<file path="src/rtl/cbus_rr_arbiter.sv">
// cbus_rr_arbiter: N-port round-robin CBus arbiter with burst-locked grants.
// Optional kseg0/kseg1 address folding: define CBUS_ADDR_TRANS_EN.

package cbus_pkg;

  typedef struct packed {
    logic        valid;
    logic        is_write;
    logic [2:0]  size;
    logic [31:0] addr;
    logic [3:0]  strobe;
    logic [31:0] data;
    logic [3:0]  len;
  } cbus_req_t;

  typedef struct packed {
    logic        ready;
    logic        last;
    logic [31:0] data;
  } cbus_resp_t;

endpackage

module cbus_rr_arbiter
  import cbus_pkg::*;
#(
  parameter int N_PORTS = 2,
  parameter int IDX_W   = (N_PORTS > 1) ? $clog2(N_PORTS) : 1
) (
  input  logic       clk,
  input  logic       reset,
  input  cbus_req_t  ireqs  [N_PORTS],
  output cbus_resp_t iresps [N_PORTS],
  output cbus_req_t  oreq,
  input  cbus_resp_t oresp
);

  typedef enum logic {
    IDLE,
    BUSY
  } state_t;

  localparam logic [IDX_W-1:0] LastIdx = IDX_W'(N_PORTS - 1);

  state_t           state_q, state_d;
  cbus_req_t        saved_req_q, saved_req_d;
  logic [IDX_W-1:0] sel_q, sel_d;
  logic [IDX_W-1:0] last_grant_q, last_grant_d;

  logic [IDX_W-1:0] pick;
  logic             any_valid;
  int               idx;

`ifdef CBUS_ADDR_TRANS_EN
  function automatic logic [31:0] xlat(input logic [31:0] a);
    if (a[31:29] == 3'b100 || a[31:29] == 3'b101)
      return {3'b000, a[28:0]};
    return a;
  endfunction
`else
  function automatic logic [31:0] xlat(input logic [31:0] a);
    return a;
  endfunction
`endif

  // Scan from one past the previous winner, wrapping mod N_PORTS.
  always_comb begin
    pick      = '0;
    any_valid = 1'b0;
    idx       = 0;
    for (int k = 1; k <= N_PORTS; k++) begin
      idx = int'(last_grant_q) + k;
      if (idx >= N_PORTS)
        idx = idx - N_PORTS;
      if (!any_valid && ireqs[idx].valid) begin
        any_valid = 1'b1;
        pick      = IDX_W'(idx);
      end
    end
  end

  // Grant/release decisions; the request is latched once per grant.
  always_comb begin
    state_d      = state_q;
    saved_req_d  = saved_req_q;
    sel_d        = sel_q;
    last_grant_d = last_grant_q;
    unique case (state_q)
      IDLE: begin
        if (any_valid) begin
          state_d     = BUSY;
          sel_d       = pick;
          saved_req_d = ireqs[pick];
        end
      end
      BUSY: begin
        if (oresp.ready && oresp.last) begin
          state_d      = IDLE;
          last_grant_d = sel_q;
        end
      end
      default: state_d = IDLE;
    endcase
  end

  // FSM and arbitration state registers.
  always_ff @(posedge clk) begin
    if (reset) begin
      state_q      <= IDLE;
      saved_req_q  <= '0;
      sel_q        <= '0;
      last_grant_q <= LastIdx;
    end else begin
      state_q      <= state_d;
      saved_req_q  <= saved_req_d;
      sel_q        <= sel_d;
      last_grant_q <= last_grant_d;
    end
  end

  // Drive the registered request out; steer the response to the owner.
  always_comb begin
    oreq = '0;
    for (int i = 0; i < N_PORTS; i++)
      iresps[i] = '0;
    if (state_q == BUSY) begin
      oreq       = saved_req_q;
      oreq.valid = 1'b1;
      oreq.addr  = xlat(saved_req_q.addr);
      for (int i = 0; i < N_PORTS; i++)
        if (IDX_W'(i) == sel_q)
          iresps[i] = oresp;
    end
  end

  // Indices must stay inside the port range for non-power-of-two N.
  a_sel_range: assert property (
    @(posedge clk) disable iff (reset)
    int'(sel_q) < N_PORTS && int'(last_grant_q) < N_PORTS
  );

endmodule

</file>
<file path="config.mk">
export PLATFORM = sky130hd
export DESIGN_NAME = cbus_rr_arbiter
export DESIGN_NICKNAME = d
export VERILOG_FILES = /design/src/rtl/cbus_rr_arbiter.sv
export SDC_FILE = /design/constraint.sdc
export NUM_CORES = 1
export LEC_CHECK = 0
export ABC_AREA = 1
export CORE_UTILIZATION = 30
export CTS_CLUSTER_SIZE = 12
export DETAILED_ROUTE_END_ITERATION = 6
export PLACE_DENSITY_LB_ADDON = 0.12
export SETUP_SLACK_MARGIN = 0.4
export SYNTH_ARGS = -nofsm -noshare
export SYNTH_HDL_FRONTEND = slang
export SYNTH_SLANG_ARGS = --single-unit
</file>
<file path="constraint.sdc">
create_clock -name clk -period 1.8 [get_ports clk]
set_clock_uncertainty 0.1 [all_clocks]
set_input_delay 0.27 -clock clk [delete_from_list [all_inputs] [get_ports clk]]
set_output_delay 0.27 -clock clk [all_outputs]
set_load 0.02 [all_outputs]
</file>
==> summary by stage, run 1 <==
Detailed routing
The wire length per cell after detailed routing is approximately 13 µm. The residual DRC count is 0. The total via count after detailed routing is roughly 6,400. In this run the remaining antenna-violating nets after routing total 0.

For this run, the detailed router's first-pass iteration total came to 4. The overall routed net length is approximately 19,000 µm. Dividing the detail-routed via count by the number of cells gives around 4.2. After the first detailed-routing iteration, the DRC count stood at just over 200.

Die
The vertical extent of the die is around 130 µm. 335 I/O pins were placed. The chip width is about 130 µm. The total area inside the core boundary comes to roughly 16,000 µm². The effective utilization at floorplan is 31.08%. The overall die area is 17,160 µm².

The floorplan has 46 rows.

Synth
After synthesis the netlist holds a flip-flop and latch count of 79. Summed over its instances, the top area cell type makes up a little under a third of the synthesized netlist area. The post-synthesis average cell area is between 5 and 6 µm². Yosys mapped a number of flops with a built-in enable equal to 0.

The adder and majority cell fraction of the synthesized area is 0%. The number of warnings reported in the yosys synthesis log is 0. In the synthesized netlist the dominant register cell turns out to be sky130_fd_sc_hd__dfxtp_1. In the post-synthesis netlist, the biggest area contributors are sky130_fd_sc_hd__dfxtp_1 (32%), sky130_fd_sc_hd__nor2_1 (22%), sky130_fd_sc_hd__nand2_1 (18%), sky130_fd_sc_hd__inv_1 (14%), sky130_fd_sc_hd__o21ai_0 (7.0%). The distinct cell type count after synthesis is 17. The synthesized netlist occupies a cell area of approximately 5000 µm². The simple-gate area share of the yosys netlist is slightly above 40%. The post-synthesis instance total is roughly 940. Counting every net in the synthesized netlist gives around 1,100.

Summing the areas of all xor and xnor instances in the mapped netlist gives 0% of the synthesized area. The post-synthesis compound-gate area fraction is under 10%. By count the netlist is led by sky130_fd_sc_hd__nor2_1 (296), sky130_fd_sc_hd__nand2_1 (233), sky130_fd_sc_hd__inv_1 (187). For this run, asynchronously set or reset flops after synthesis account for 0%. The library cell occupying the most area in the post-synthesis netlist is sky130_fd_sc_hd__dfxtp_1. By area, the combinational part of the netlist is dominated by simple AND/OR/NAND/NOR gates. The proportion of synthesized area in mux cells is 0%.

Among all cell types in the netlist, the one instantiated most often is sky130_fd_sc_hd__nor2_1. Summing the sequential cell areas from Yosys gives 31.69% of the chip area.

Hold path
The count of cells along the worst hold path is 2. In this run the most critical hold path is launched from last_grant_q$_SDFFE_PP1P_. The worst hold path terminates at last_grant_q$_SDFFE_PP1P_.

The min-delay analysis places its worst path in the category reg -> reg.

STA
Setup violations remaining at the end of the flow were counted as 2. The highest attainable clock frequency is ~0.55 GHz. Hold timing on the final database bottoms out at a slack of slightly below 0.4 ns. Setup repair after global routing could not meet its margin everywhere.

The final number of hold-violating endpoints is 0. After layout, the worst path uses 100.3% of the clock period. At the pin with the least slew margin, the transition time is around 0.21 ns. The minimum clock period is about 1.8 ns. The post-route worst setup slack is -0.006043 ns. The worst max-slew margin expressed relative to the limit is around 86%. The total count of max-transition violations in the final report is 0.

Global routing
The overall routing resource usage is 20.78%. Global routing finished with a remaining overflow of 0. The global-route met3 utilization is under 10%. The layer with the highest usage is met2.

The met2 demand-to-capacity share in global routing is about two fifths. The initial antenna violation count is 1. Entering global routing, the biggest net connects between 50 and 60 pins.

The routing usage on met1 is 21.55%. The via count of the first global-routing pass is 5,443. The global-route wire length before repair is around 27,000 µm.

Cells and area
The area overhead of the layout relative to synthesis is 95.51%. 0 antenna diodes ended up in the layout. The number of nets in the final layout is between 1,000 and 1,500. The number of fillers in the final layout is around 1,600. In the final layout, the share of cells above drive strength 1 is 23.61%. The post-layout instance count excluding filler cells is about 1,500.

The post-route standard cell area excluding fillers is roughly 9800 µm².

Flow run
The tool flagged a number of max-cap violations equal to 0.

Power
The post-layout total power is 6.160 mW. IR analysis of the VDD net gives a maximum drop of between 0.0003 and 0.0004 V. In this run the power density over the cells is around 630 nW/µm². The total leakage power is roughly 5.4 nW.

Clock network
The maximum level of the CTS H-tree is 3. The clock reaches the later pin of the worst-skew pair after roughly 0.33 ns. The clock transition at the registers of the reported paths is roughly 0.06 ns. TritonCTS built the clock tree. The number of clock buffers inserted by TritonCTS is 9. CTS saw 79 sinks. The maximum count of clock buffers along a single path is 2. The tree is rooted in a sky130_fd_sc_hd__clkbuf_16.

Placement
Counting tap cells, the placed design contains a total of between 1,000 and 1,500 instances. Before CTS, the worst setup slack after placement is -0.1855 ns. The congestion estimate from routability-driven global placement came to ~0.80.

Once placement finished, the instance area stood at between 9000 and 10,000 µm². Detailed placement finished with a half-perimeter wire length of roughly 14,000 µm. Input and output buffers added on the ports amount to approximately 330.

Setup path
For the worst flop-to-flop path, the logic depth is 9. The worst setup path is launched from a register. The data arrival time of the critical path is 1.44 ns. The endpoint identified for the worst register-to-register timing path is saved_req_q[45]$_SDFFE_PP0P_. The startpoint identified for the worst register-to-register timing path is state_q$_SDFF_PP0_. In this run the worst path has a maximum fanout of 5. At the worst endpoint, the required time is about 1.4 ns. The type of the setup path with the least slack is reg -> out. The register-to-register setup slack is around 0.03 ns. The worst setup path is captured at a primary output.

Run status
The checks that failed: negative setup slack. The flow ran to the end, but the final reports show violations.
## routing by layer
metal,vias up,part of all wire (%)
li1,3378,-
met1,2785,37
met2,202,53
met3,15,8.8
met4,2,1.3
met5,-,0.057
## cell usage in the layout, fill, tap and decap left out, types with 2 or more instances in the layout
cell,n
sky130_fd_sc_hd__dfxtp_1,77
sky130_fd_sc_hd__a21oi_1,2
sky130_fd_sc_hd__clkdlybuf4s50_1,189
sky130_fd_sc_hd__clkbuf_16,17
sky130_fd_sc_hd__clkbuf_1,2
sky130_fd_sc_hd__clkdlybuf4s15_2,21
sky130_fd_sc_hd__nor2_1,218
sky130_fd_sc_hd__or2_4,2
sky130_fd_sc_hd__inv_1,186
sky130_fd_sc_hd__nand2_1,232
sky130_fd_sc_hd__nand3_1,3
sky130_fd_sc_hd__buf_4,71
sky130_fd_sc_hd__clkbuf_8,2
sky130_fd_sc_hd__buf_12,22
sky130_fd_sc_hd__nand2_4,2
sky130_fd_sc_hd__nor2_4,37
sky130_fd_sc_hd__buf_8,3
sky130_fd_sc_hd__buf_2,32
sky130_fd_sc_hd__o21ai_0,69
sky130_fd_sc_hd__clkbuf_4,2
sky130_fd_sc_hd__nor2_2,43
sky130_fd_sc_hd__bufinv_16,2
sky130_fd_sc_hd__buf_6,43
sky130_fd_sc_hd__o21ai_1,8
## report_power, final
part | leakage [nW] | total (mW) | switching (mW) | internal, mW
clock network | 0.160 | 2.01 | 0.716 | 1.29
logic | 4.59 | 2.16 | 1.04 | 1.11
registers | 0.657 | 2.00 | 0.0784 | 1.92
## sequential cells by signal (all words and copies together), names as in the netlist
register,count
last_grant_q,1
state_q,1
sel_q,1
saved_req_q,76
## worst max path at each step
stage	from	to	cells after the start
floorplan	state_q$_SDFF_PP0_	iresps[34]	6
global placement	oresp[33]	iresps[33]	4
detailed placement	oresp[33]	iresps[33]	4
CTS	state_q$_SDFF_PP0_	iresps[34]	5
global route	state_q$_SDFF_PP0_	iresps[33]	6
finish	state_q$_SDFF_PP0_	iresps[40]	5
## cells by family (layout without fill, tap and decap cells)
group	count (synthesis)	after routing
AND/OR/NAND/NOR	536	537
buffers and inverters	245	597
AO/OA/AOI/OAI	79	79
flip-flops	79	79
## timing repair
item	in CTS	in global routing
endpoints found under the setup margin	221	222
resized for setup	628	90
gates cloned	1	9
pin swaps	2	7
buffers inserted	3	5
hold buffers	0	0
endpoints found under the hold margin	0	0
## layout make-up
type / instances / area (µm²) / share of cell area [%]
timing repair buffer: 393 / 4043 / 41.43
multi-input combinational: 616 / 2825 / 28.95
sequential: 79 / 1587 / 16.26
inverter: 188 / 708.2 / 7.257
tap: 216 / 270.3 / 2.770
clock buffer: 13 / 260.3 / 2.667
clock inverter: 3 / 65.06 / 0.6668
## metrics by stage
| step | utilization, % | TNS (ns) |
|---|---|---|
| floorplan | - | 0 |
| global placement | 57.44 | -6.705 |
| detailed placement | 57.44 | -7.101 |
| CTS | 59.18 | -0.04164 |
| global route | 60.77 | -1.576 |
| finish | 60.77 | -0.006409 |
## critical path, cell delays in order (launching register included)
cell                        delay (ns)
sky130_fd_sc_hd__dfxtp_4          0.37
sky130_fd_sc_hd__inv_4            0.04
sky130_fd_sc_hd__or2_4            0.30
sky130_fd_sc_hd__clkbuf_16        0.19
sky130_fd_sc_hd__nor2_4           0.08
sky130_fd_sc_hd__buf_6            0.12
Power figures use the tool's default switching activity.
==> inputs of run 2 (changes only) <==
- SETUP_SLACK_MARGIN: 0.4 -> 0.15
==> run 2 against run 1 <==
Against the previous run: the run now ends clean; core utilization decreased by 3.7 points; via count decreased by 1.4%; global-route usage decreased by 0.25 points; critical path type unchanged; largest cell class unchanged.
==> summary by stage, run 2 (synthesis results as in run 1) <==
Setup path
The element type at the critical path end is a primary output. The startpoint identified for the worst register-to-register timing path is state_q$_SDFF_PP0_. STA puts the critical path data arrival time at about 1.4 ns. The worst endpoint required time is around 1.4 ns.

Of all nets on the critical path, the largest fanout is 17. The worst reg2reg path depth is 9. STA classifies the critical path startpoint as a register. Setup slack on the worst reg-to-reg path comes out at approximately 0.15 ns. The critical path in this run is classified as reg -> out.

The terminus of the critical flop-to-flop path is saved_req_q[13]$_SDFFE_PP0P_.

Cells and area
In the layout the commonest cells are sky130_fd_sc_hd__nor2_1 (267), sky130_fd_sc_hd__nand2_1 (232), sky130_fd_sc_hd__clkdlybuf4s50_1 (189). The register with the most flip-flops in the layout has 76 of them. Counting the fill cells in the layout gives around 1,700.

The area used by multi-input combinational logic is around 2500 µm². The post-route netlist has around 19% of its cells at a drive strength greater than 1. The area growth from synthesis to layout is 83.63%. saved_req_q holds more flip-flops than any other register. Across the whole layout, storage elements account for ~1600 µm².

The leading cell type in the layout, fill and taps excluded is sky130_fd_sc_hd__nor2_1. In the final design database the tool counted 1,472 nets. The post-route standard cell area excluding fillers is 9165 µm².

STA
The period utilization is 99.30%. After layout, the minimum clock period comes to 1.787 ns. The final number of hold-violating endpoints was 0. Setup repair after global routing could not meet its margin everywhere. The final setup TNS is 0 ns. The transition time at the pin with the least slew margin is 0.2545 ns. The highest attainable clock frequency is between 0.5 and 0.6 GHz. The total count of max-transition violations in the final report is 0. The number of endpoints failing setup at the final stage is 0. The worst max-slew margin expressed relative to the limit is 83.03%.

Detailed routing
After the first detailed-routing iteration, the DRC count stood at between 200 and 250. The ratio of routed vias to standard cells is approximately 4.2. The overall routed net length is 18,730 µm.

The count of TritonRoute iterations in the first routing pass is 6. In this run the remaining antenna-violating nets after routing total 0. Dividing the detail-routed wire length by the instance count gives roughly 12 µm. For this run, design rule violations remaining after detail routing come to 0. Detailed routing inserted a total of between 6,000 and 7,000 vias.

Clock network
The tree is rooted in a sky130_fd_sc_hd__clkbuf_16. The clock transition at the registers of the reported paths is ~0.060 ns. The TritonCTS clock tree is done.

The CTS sink count is 79. Buffers inserted during clock tree synthesis total 9. The maximum level of the CTS H-tree is 3.

The cts-stage hold buffer count is 0. The clock latency reported for the late side of the worst-skew pair is between 0.3 and 0.4 ns. The maximum count of clock buffers along a single path is 2.

Flow run
The number of violations of the max-capacitance limit is 0.

Power
Net switching is a little under a third of the power. Summed over all nets, the switching power comes to between 1.5 and 2 mW. Summed over all cells, the static leakage comes to 5.314 nW.

Registers are responsible for 35.3% of the overall power. The power density over cell area is roughly 620 nW/µm². In this run, the combinational gates consume between 30% and 40% of the power. Across the VDD grid, the largest voltage drop is between 0.0003 and 0.0004 V. The internal power of the cells totals 3.890 mW. Of the total power, the clock network draws between 20% and 30%.

Overall power consumption after layout is estimated at approximately 5.6 mW.

Die
The floorplan step set the die height to around 130 µm. The floorplan step defined a die boundary enclosing about 17,000 µm². The count of boundary I/O pins is roughly 340. The chip width is between 100 and 150 µm. The number of standard-cell rows in the floorplan is 46. The area of the core region is between 15,000 and 20,000 µm². For this configuration, the core starts out at a cell density of 31.08%.

Hold path
The path with the worst hold slack has its endpoint at last_grant_q$_SDFFE_PP1P_. The startpoint identified for the worst hold timing path is last_grant_q$_SDFFE_PP1P_. The count of cells along the worst hold path is 2. The worst min-delay path class is reg -> reg.

Placement
The placer's final routability congestion estimate is 0.7703. Summing all placed instances gives a cell area of 8788 µm². The total of buffers placed on input and output ports is 334. The placed wire-length estimate is ~14,000 µm.

Global routing
The initial antenna violation count came to 2. For this run, the total global-route usage over all layers was measured as between 20% and 30%. The via count of the first global-routing pass is 5,367. The first global-routing pass estimated 27,220 µm of wire.

The routing usage on met1 is 21.54%. Global routing consumed, on the met3 layer, around 6.1% of the routing resources. The pin count of the biggest net entering global routing is 55. For this run the aggregate overflow at the end of global routing stands at 0. For met2 alone, demand over resource in global routing was 39.28%. The layer with the highest usage is met2.

Run status
The run finished with clean final reports.
## run 2: what timing repair did
item,4_1_cts,5_1_grt
setup buffers,0,12
hold endpoints to repair,0,0
resized for setup,624,153
setup endpoints to repair,143,171
cloned,2,5
pin swaps,0,7
## run 2: worst max-delay path by stage
stage                  startpoint         end  slack [ns]  depth (start not counted)
4_1_cts        state_q$_SDFF_PP0_    oreq[30]       0.007                          5
3_5_place_dp            oresp[32]  iresps[66]       -0.14                          4
2_1_floorplan  state_q$_SDFF_PP0_  iresps[34]        0.13                          6
5_1_grt        state_q$_SDFF_PP0_  iresps[53]       -0.05                          5
6_report       state_q$_SDFF_PP0_  iresps[34]        0.01                          5
3_3_place_gp            oresp[32]  iresps[32]       -0.14                          4
## run 2: area by class of cell
class                   count  area share, %
diodes                      2        0.05461
clock buffers              11          2.539
clock inverters             4         0.2594
inverters                 188          7.700
multi-input cells         615          27.48
flip-flops and latches     79          17.30
well taps                 216          2.949
repair buffers            389          41.72
## run 2: per-stage QoR
stage	hold slack, ns	setup WS, ns	util, %	std cells
final	0.3767	0.01252	57.07	1504
after floorplan	0.2391	0.1345	-	939
after global placement	0.3632	-0.1447	54.73	1468
after detailed placement	0.3574	-0.1404	54.73	1468
after CTS	0.3798	0.006810	54.24	1485
after global routing	0.4261	-0.05450	57.07	1504
## run 2: routing by layer
layer / wire length [µm] / up-vias
met2: 9942 / 180
met3: 1512 / 15
met5: 0 / -
li1: - / 3370
met4: 236 / 0
met1: 7034 / 2725
## run 2: critical path, stage by stage (launching register included)
cell	delay, ns
sky130_fd_sc_hd__dfxtp_4	0.35
sky130_fd_sc_hd__inv_2	0.04
sky130_fd_sc_hd__or2_4	0.27
sky130_fd_sc_hd__buf_12	0.17
sky130_fd_sc_hd__nor2_2	0.12
sky130_fd_sc_hd__buf_6	0.13
## run 2: power by group through the flow
stage	clock [mW]	combinational, mW	sequential [mW]
2_1_floorplan	0	0.911	2.01
3_3_place_gp	0	1.89	2.02
3_5_place_dp	0	1.90	2.03
4_1_cts	1.68	1.86	1.99
5_1_grt	1.77	2.23	2.02
6_report	1.63	2.02	2.00
